<file path="src/rtl/fe51_pack_stream_pkg.sv">
// Shared types and constants for the GF(2^255-19) field-element datapath.
package fe51_pack_stream_pkg;

    // Five 51-bit limbs held in 64-bit containers, limb 0 least significant.
    typedef logic [4:0][63:0] fe51_t;

    localparam logic [63:0] LIMB_MASK   = 64'h0007_FFFF_FFFF_FFFF;
    localparam logic [63:0] FE_P_LIMB0  = 64'h0007_FFFF_FFFF_FFED;
    localparam int          FE_BYTES    = 32;
    localparam logic [63:0] FE_REDUCE_K = 64'd19;

    typedef enum logic [2:0] {
        S_IDLE,
        S_CARRY1,
        S_CARRY2,
        S_FREEZE,
        S_PACK,
        S_STREAM
    } state_e;

endpackage

</file>
<file path="src/rtl/fe51_pack_stream_freeze.sv">
// Constant-time final reduction: maps a weakly reduced element (< 2p) to [0, p).
module fe51_freeze
    import fe51_pack_stream_pkg::*;
(
    input  fe51_t h_in,
    output fe51_t h_out
);

    logic [63:0] t;
    logic [63:0] q;
    logic [63:0] c;

    // q = 1 exactly when h >= p, found as the carry out of bit 255 of h+19;
    // adding 19*q and dropping bit 255 then subtracts p without branching.
    always_comb begin
        t = h_in[0] + FE_REDUCE_K;
        q = t >> 51;
        for (int i = 1; i < 5; i++) begin
            t = h_in[i] + q;
            q = t >> 51;
        end
        h_out    = h_in;
        h_out[0] = h_in[0] + FE_REDUCE_K * q;
        for (int i = 0; i < 4; i++) begin
            c            = h_out[i] >> 51;
            h_out[i]     = h_out[i] & LIMB_MASK;
            h_out[i + 1] = h_out[i + 1] + c;
        end
        h_out[4] = h_out[4] & LIMB_MASK;
    end

endmodule

</file>
<file path="src/rtl/fe51_pack_stream.sv">
// Canonicalizing encoder: reduces a loose 5x51 element mod 2^255-19 and
// streams its 32-byte little-endian encoding over a valid/ready handshake.
//
// state    | meaning
// ---------+-----------------------------------------------------------
// S_IDLE   | waiting for start; input latched on acceptance
// S_CARRY1 | first full carry pass over the limbs
// S_CARRY2 | second carry pass; value now < 2^255 + 2^13
// S_FREEZE | conditional subtract of p, result in [0, p)
// S_PACK   | limbs packed into the 256-bit shift register, counter cleared
// S_STREAM | one byte per handshake, LSB first; byte 31 returns to idle
module fe51_pack_stream
    import fe51_pack_stream_pkg::*;
#(
    parameter int LOOSE_BITS = 54
) (
    input  logic       clk,
    input  logic       rst_n,
    input  logic       start,
    input  fe51_t      in,
    output logic       busy,
    output logic       out_valid,
    input  logic       out_ready,
    output logic [7:0] out_byte,
    output logic       out_last
);

    // Bits above the legal limb width carry no meaning, so they are dropped on capture.
    localparam logic [63:0] LOOSE_MASK =
        (LOOSE_BITS >= 64) ? 64'hFFFF_FFFF_FFFF_FFFF : ((64'd1 << LOOSE_BITS) - 64'd1);
    localparam logic [4:0] LAST_IDX = 5'(FE_BYTES - 1);

    state_e       state_q, state_d;
    fe51_t        h_q, h_d;
    fe51_t        h_frz;
    logic [255:0] sreg_q, sreg_d;
    logic [4:0]   cnt_q, cnt_d;

    function automatic fe51_t carry_pass(input fe51_t a);
        fe51_t       r;
        logic [63:0] c;
        r = a;
        for (int i = 0; i < 4; i++) begin
            c        = r[i] >> 51;
            r[i]     = r[i] & LIMB_MASK;
            r[i + 1] = r[i + 1] + c;
        end
        c    = r[4] >> 51;
        r[4] = r[4] & LIMB_MASK;
        r[0] = r[0] + FE_REDUCE_K * c;
        return r;
    endfunction

    fe51_freeze u_freeze (
        .h_in  (h_q),
        .h_out (h_frz)
    );

    // Next-state and datapath updates; every state advances unconditionally
    // except idle (waits for start) and stream (waits for each handshake).
    always_comb begin
        state_d = state_q;
        h_d     = h_q;
        sreg_d  = sreg_q;
        cnt_d   = cnt_q;
        unique case (state_q)
            S_IDLE: begin
                if (start) begin
                    for (int i = 0; i < 5; i++) h_d[i] = in[i] & LOOSE_MASK;
                    state_d = S_CARRY1;
                end
            end
            S_CARRY1: begin
                h_d     = carry_pass(h_q);
                state_d = S_CARRY2;
            end
            S_CARRY2: begin
                h_d     = carry_pass(h_q);
                state_d = S_FREEZE;
            end
            S_FREEZE: begin
                h_d     = h_frz;
                state_d = S_PACK;
            end
            S_PACK: begin
                sreg_d  = {1'b0, h_q[4][50:0], h_q[3][50:0], h_q[2][50:0],
                           h_q[1][50:0], h_q[0][50:0]};
                cnt_d   = 5'd0;
                state_d = S_STREAM;
            end
            S_STREAM: begin
                if (out_ready) begin
                    sreg_d = sreg_q >> 8;
                    cnt_d  = cnt_q + 5'd1;
                    if (cnt_q == LAST_IDX) state_d = S_IDLE;
                end
            end
            default: state_d = S_IDLE;
        endcase
    end

    // State, limb and shift-register flops; reset abandons any stream in flight.
    always_ff @(posedge clk or negedge rst_n) begin
        if (!rst_n) begin
            state_q <= S_IDLE;
            h_q     <= '0;
            sreg_q  <= '0;
            cnt_q   <= '0;
        end else begin
            state_q <= state_d;
            h_q     <= h_d;
            sreg_q  <= sreg_d;
            cnt_q   <= cnt_d;
        end
    end

    assign busy      = (state_q != S_IDLE);
    assign out_valid = (state_q == S_STREAM);
    assign out_byte  = out_valid ? sreg_q[7:0] : 8'h00;
    assign out_last  = out_valid && (cnt_q == LAST_IDX);

endmodule

</file>
<file path="config.mk">
export PLATFORM = sky130hd
export DESIGN_NAME = fe51_pack_stream
export DESIGN_NICKNAME = d
export VERILOG_FILES = /design/src/rtl/fe51_pack_stream_pkg.sv /design/src/rtl/fe51_pack_stream_freeze.sv /design/src/rtl/fe51_pack_stream.sv
export SDC_FILE = /design/constraint.sdc
export NUM_CORES = 2
export LEC_CHECK = 0
export ABC_CLOCK_PERIOD_IN_PS = 16600
export CORE_ASPECT_RATIO = 1.4
export CORE_MARGIN = 3
export CORE_UTILIZATION = 35
export CTS_CLUSTER_DIAMETER = 30
export DETAILED_ROUTE_END_ITERATION = 16
export GPL_ROUTABILITY_DRIVEN = 1
export PLACE_DENSITY = 0.52
export SLEW_MARGIN = 5
export SYNTH_ARGS = -nofsm -noshare
export SYNTH_HDL_FRONTEND = slang
export SYNTH_SLANG_ARGS = --single-unit
</file>
<file path="constraint.sdc">
create_clock -name clk -period 16.6 [get_ports clk]
set_input_delay 2.49 -clock clk [delete_from_list [all_inputs] [get_ports clk]]
set_output_delay 2.49 -clock clk [all_outputs]
set_load 0.005 [all_outputs]
</file>
# Yosys cells after proc, flatten, opt, wreduce, memory -nomap -nowiden
# Index checks and enable logic that the tools add are counted.
[word_totals] word_cells=55 output_inout_bits=11 register_bits=584 in_bits=324
[classes] n_mux=11 n_eq_ne=9 addsub=16 mul=2 reduce_logical=9
[op_table] operator="case mux 320 bit (3 select lines)" count=1
[op_table] operator="adder 64 x 13 -> 64 bit" count=11
[op_table] operator="case mux 256 bit (2 select lines)" count=1
[op_table] operator="2-to-1 mux 320 bit" count=1
[op_table] operator="2-to-1 mux 256 bit" count=1
[op_table] operator="adder 64 x 18 -> 64 bit" count=1
[op_table] operator="adder 64 x 5 -> 64 bit (second input constant)" count=1
[op_table] operator="adder 51 x 18 -> 52 bit" count=1
[op_table] operator="adder 51 x 13 -> 51 bit" count=1
[op_table] operator="multiplier 5 x 13 -> 18 bit (first input constant)" count=2
[op_table] operator="case mux 3 bit (6 select lines)" count=1
[op_table] operator="case mux 5 bit (2 select lines)" count=1
[op_table] operator="2-to-1 mux 3 bit" count=3
[op_table] operator="2-to-1 mux 8 bit" count=1
[op_table] operator="== test 3 x 2 -> 1 bit (second input constant)" count=2
[op_table] operator="== test 3 bit (second input constant)" count=2
[op_table] operator="nonzero test 3 bit" count=2
[op_table] operator="adder 5 x 1 -> 5 bit (second input constant)" count=1
[op_table] operator="== test 5 bit (second input constant)" count=1
[op_table] operator="2-to-1 mux 5 bit" count=1
[op_table] operator="inequality test 2 x 1 -> 1 bit (second input constant)" count=2
[op_table] operator="AND reduction 2 bit" count=2
[op_table] operator="== test 3 x 1 -> 1 bit (second input constant)" count=1
[op_table] operator="zero test 3 bit" count=1
[op_table] operator="other kinds (5)" count=5

# Longest topological paths before layout
[logic_depth] ltp_word=12 mapped_depth=96 mapped_depth_nobuf=94

# By module
# Synthesis repeated with hierarchy kept, for this count alone.
[unflattened] hier_cells=5892 hier_area_um2=48236.3
[by_module_without_submodules] mod="fe51_pack_stream" area_per_inst_um2=35651.7 cells_per_inst=4055 seq_area_each_um2=14589.0 n_inst=1
[by_module_without_submodules] mod="fe51_freeze" area_per_inst_um2=12584.6 cells_per_inst=1837 seq_area_each_um2=0.0 n_inst=1

# Worst setup path after synthesis
# Ideal clock, no wire load.
[synth_timing] path_kind="register -> register" from="register h_q[27] (netlist name)" to="register h_q[304] (netlist name)" path_slack_ps=306 n_path_buf=3 t_arrival_ps=16161 period_less_slack_ps=16294 setup_ps=133 required_time_ps=16467 path_stages_with_launch=93 path_cell_list="dfrtp_1 clkbuf_1 nand4_1 or2_2 or3_1 clkbuf_1 nor4_1 nand3_1 xnor2_1 ha_1 o2111ai_1 nor2_1 mux2_4 nand2b_1 nand2_1 xnor2_1 ha_1 nand2_1 [57 not listed] a21oi_1 o21bai_1 and3_1 nand3_1 nor2_1 xor2_1 ha_1 inv_1 fa_1 inv_1 a21o_1 a21oi_1 or3_1 nor3_1 nand2_1 xnor2_1 a221oi_1 o21ai_0"
[synth_between] elab_chain_cells=12
[synth_lines] element="from (decl)" line_no="fe51_pack_stream.sv:34" rtl="fe51_t h_q, h_d;"
[synth_lines] element="from (signal assigned)" line_no="fe51_pack_stream.sv:106" rtl="h_q <= '0;"
[synth_lines] element="from (signal assigned)" line_no="fe51_pack_stream.sv:111" rtl="h_q <= h_d;"
[synth_lines] element="adder 64 x 5 -> 64 bit" line_no="fe51_pack_stream_freeze.sv:16" rtl="t = h_in[0] + FE_REDUCE_K;"
[synth_lines] element="adder 64 x 13 -> 64 bit (4 in series)" line_no="fe51_pack_stream_freeze.sv:19" rtl="t = h_in[i] + q;"
[synth_lines] element="multiplier 5 x 13 -> 18 bit" line_no="fe51_pack_stream_freeze.sv:23" rtl="h_out[0] = h_in[0] + FE_REDUCE_K * q;"
[synth_lines] element="adder 64 x 18 -> 64 bit *" line_no="fe51_pack_stream_freeze.sv:23"
[synth_lines] element="adder 64 x 13 -> 64 bit * (3 in series)" line_no="fe51_pack_stream_freeze.sv:27" rtl="h_out[i + 1] = h_out[i + 1] + c;"
[synth_lines] element="adder 51 x 13 -> 51 bit *" line_no="fe51_pack_stream_freeze.sv:27"
[synth_lines] element="case mux 320 bit (3 select lines) *" line_no="fe51_pack_stream.sv:66" rtl="unique case (state_q)"
# Mark *: on every way between the ends. The rest lies on a longest branch, timed or not.
# A chain may end at the register's enable or synchronous reset.

# Final worst setup path
[layout_timing] from="register h_q[15] (netlist name)" to="register h_q[298] (netlist name)"
# Same word-level chain as after synthesis.

==> qor.csv <==
stage,metric,value,unit
outcome,status,"finished, final reports clean",
timing,"Slew Viols, Final",0,
yosys,Yosys Warn Count,0,
timing,Worst slew margin,0.169,
yosys,number of synthesized flops with an enable pin,0,
yosys,area share of the leading cell type in the synthesized netlist,0.371,
routing,total number of vias,38900,
place,Post-DP Area,41500,um^2
power_and_ir_drop,Comb power frac,0.439,
timing,Slew @ Worst Pin,1240,ps
power_and_ir_drop,sw power,4.46,mW
yosys,synthesized area,35900,um^2
worst_setup_path,CP max stage delay,490,ps
clocking,Worst-path clk slew,50,ps
worst_hold_path,Hold Path Cell Cnt,2,
place,routability cong.,0.939,
die,full die area,107000,um^2
worst_setup_path,Reg-to-Reg Start,h_q[15],
place,IO Port Bufs,284,
power_and_ir_drop,switch share,0.440,
die,row cnt,138,
timing,fmax,0.0615,GHz
clocking,Clock Path Buffers,3,
power_and_ir_drop,peak supply drop,0.144,mV
place,DP HPWL,111,mm
global_routing,initial antenna violation count,5,
timing,Max Clock Skew,23.9,ps
yosys,most frequent cell after synthesis,nand2_1,
layout,nets,5584,
routing,Remaining DRCs,0,
die,Vert. Die Dim,385,um
die,io pins,335,
worst_setup_path,"most used cell, CP",xnor2_2,
yosys,syn_nets,5170,
layout,Layout fillers,10100,
clocking,CTS tree,built,
worst_setup_path,WP data arrival,16920,ps
yosys,post-synthesis cell type count,90,
layout,Area Overhead vs Synth,32.5,%
worst_setup_path,Setup crit start kind,register,
die,core area,102000,um^2
clocking,clock latency on the worst-skew pair,750,ps
clocking,TritonCTS Buffers,142,
clocking,CTS Sinks,533,
timing,final setup fails,0,
power_and_ir_drop,Clock Power Share,0.294,
routing,post-DR vias/cell,5.89,
yosys,register area share after synthesis,0.371,
worst_setup_path,Crit Path Class,register to register,
worst_setup_path,Critical R2R Capture,h_q[298],
worst_hold_path,Hold/Removal Path Class,register to register,
worst_setup_path,CP endpoint kind,register,
power_and_ir_drop,Leakage,19.4,nW
power_and_ir_drop,Seq pwr share,0.267,
yosys,share of flip-flops with an asynchronous set or reset,1.00,
power_and_ir_drop,Int Pwr,5.67,mW
yosys,synthesized instance count,4742,
clocking,H-tree depth,4,
place,placed cells,6309,
timing,Tmin final,16250,ps
routing,initial DRC count,3729,
worst_hold_path,Hold Crit Start,cnt_q[4],
die,Die Wd,277,um
layout,Final Cell Area,47600,um^2
timing,final hold viol count,0,
yosys,mean post-synth cell area,7.58,um^2
timing,Min Hold Slack,474,ps
worst_setup_path,"reg-to-reg slack, setup",350,ps
routing,DRT antenna net count,0,
layout,layout cells sized above 1,0.145,
yosys,cell taking the most area after synthesis,dfrtp_1,
global_routing,first-pass GRT wire length,239,mm
power_and_ir_drop,Power per Cell Area,213,nW/um^2
yosys,dominant cells by area after synthesis,"dfrtp_1 37%, nand2_1 9.5%, nor2_1 5.7%",
routing,routed length per placed instance,24.2,um
worst_hold_path,WHS Endpoint,cnt_q[4],
worst_setup_path,Critical-path top delay cell,or4_4,
die,Initial Utilization,0.354,
routing,Pre-antenna DRT Iters,6,
worst_setup_path,Worst EP required,17270,ps
yosys,"top cells by count, synth","909 x nand2_1, 544 x nor2_1, 533 x dfrtp_1, 362 x o21ai_0, 311 x a21oi_1",
global_routing,total grt overflow,0,
worst_setup_path,crit path max fanout,5,
yosys,Post-synth top flop,dfrtp_1,
global_routing,number of global-route vias before repair,37900,
layout,Finished Layout Cells,6602,
timing,"Period Utilization, post-route",0.979,
routing,final wirelength,160,mm
job,max cap viols,0,
worst_setup_path,R2R cell count,91,
global_routing,largest net degree at the start of global routing,247,
yosys,synthesized flop and latch total,533,
timing,RSZ-0062 raised after global routing,yes,
clocking,hold buffer count at CTS,0,
global_routing,all-layer global routing usage,0.292,
clocking,Root Driver,clkbuf_16,
[per-stage QoR]
stage	TNS (ps)	power (mW)	setup slack, ps	util
global placement	-13200	6.92	-602	0.409
floorplan	0	5.28	306	-
global route	-9390	10.8	-415	0.469
finish	0	10.1	352	0.469
CTS	0	10.0	2.49	0.462
detailed placement	-19930	6.99	-741	0.409
[metal layers]
layer,GRT usage,wire length [um],part of all wire
met4,0.133,7490,0.047
met1,0.372,66100,0.41
met2,0.479,75500,0.47
met5,0,0,0
met3,0.0572,10900,0.068
[critical path, delay by kind of cell (launching register included)]
kind,cells,cell delay [ps]
mux,1,280
fa+ha+maj,13,3600
flops,1,410
compound gates,27,4370
simple gates,34,5620
xor+xnor,9,1360
buf+inv,7,540
[state kept, by name (all words and copies together) (netlist names)]
register  flops
h_q         270
sreg_q      255
cnt_q         5
state_q       3
[cell usage in the layout, fill, tap and decap left out, drive strengths merged, types with 49 or more instances in the layout]
cell type,count
xor2,52
and2,49
nor3,120
a21oi,311
a31oi,269
clkdlybuf4s50,283
nand3,118
nor4,67
clkbuf,189
buf,341
dfrtp,533
inv,120
nand2,909
nand4,113
ha,87
and3,53
nor2,545
o21ai,365
xnor2,92
[worst max-delay path by stage]
| stage | startpoint | slack (ps) | endpoint | cells past startpoint |
|---|---|---|---|---|
| 3_5_place_dp | h_q[23] | -740 | h_q[298] | 88 |
| 5_1_grt | h_q[23] | -420 | h_q[299] | 94 |
| 4_1_cts | h_q[36] | 2 | h_q[304] | 93 |
| 3_3_place_gp | h_q[23] | -600 | h_q[298] | 88 |
| 6_report | h_q[15] | 350 | h_q[298] | 91 |
| 2_1_floorplan | h_q[27] | 310 | h_q[304] | 92 |
[area by class of cell]
cell class	count	area [um^2]	share of cell area
clock inverters	69	1080	0.0227
inverters	116	447	0.00938
well taps	1330	1660	0.0349
multi-input cells	3739	21500	0.452
flip-flops and latches	533	13300	0.280
clock buffers	189	4090	0.0859
repair buffers	624	5470	0.115
diodes	2	5.00	0.000105
[what timing repair did]
action | in CTS | in global routing
endpoints found under the setup margin | 47 | 64
buffers inserted | 7 | 26
resized for setup | 29 | 158
pin swaps | 16 | 98
[logic make-up after synthesis]
family | after synthesis | synth area share
simple gates | 2138 | 0.269
fa+ha+maj | 104 | 0.0398
compound gates | 1338 | 0.231
flops | 533 | 0.371
xor+xnor | 144 | 0.0353
mux | 15 | 0.00456
buf+inv | 470 | 0.0501
[power groups by stage]
stage / logic, mW / clock network (mW) / registers (mW)
final: 4.45 / 2.98 / 2.71
after global routing: 4.90 / 3.09 / 2.78
after CTS: 4.33 / 3.02 / 2.68
after detailed placement: 4.30 / 0 / 2.69
after global placement: 4.24 / 0 / 2.68
after floorplan: 2.93 / 0 / 2.35
Power figures use the tool's default switching activity.
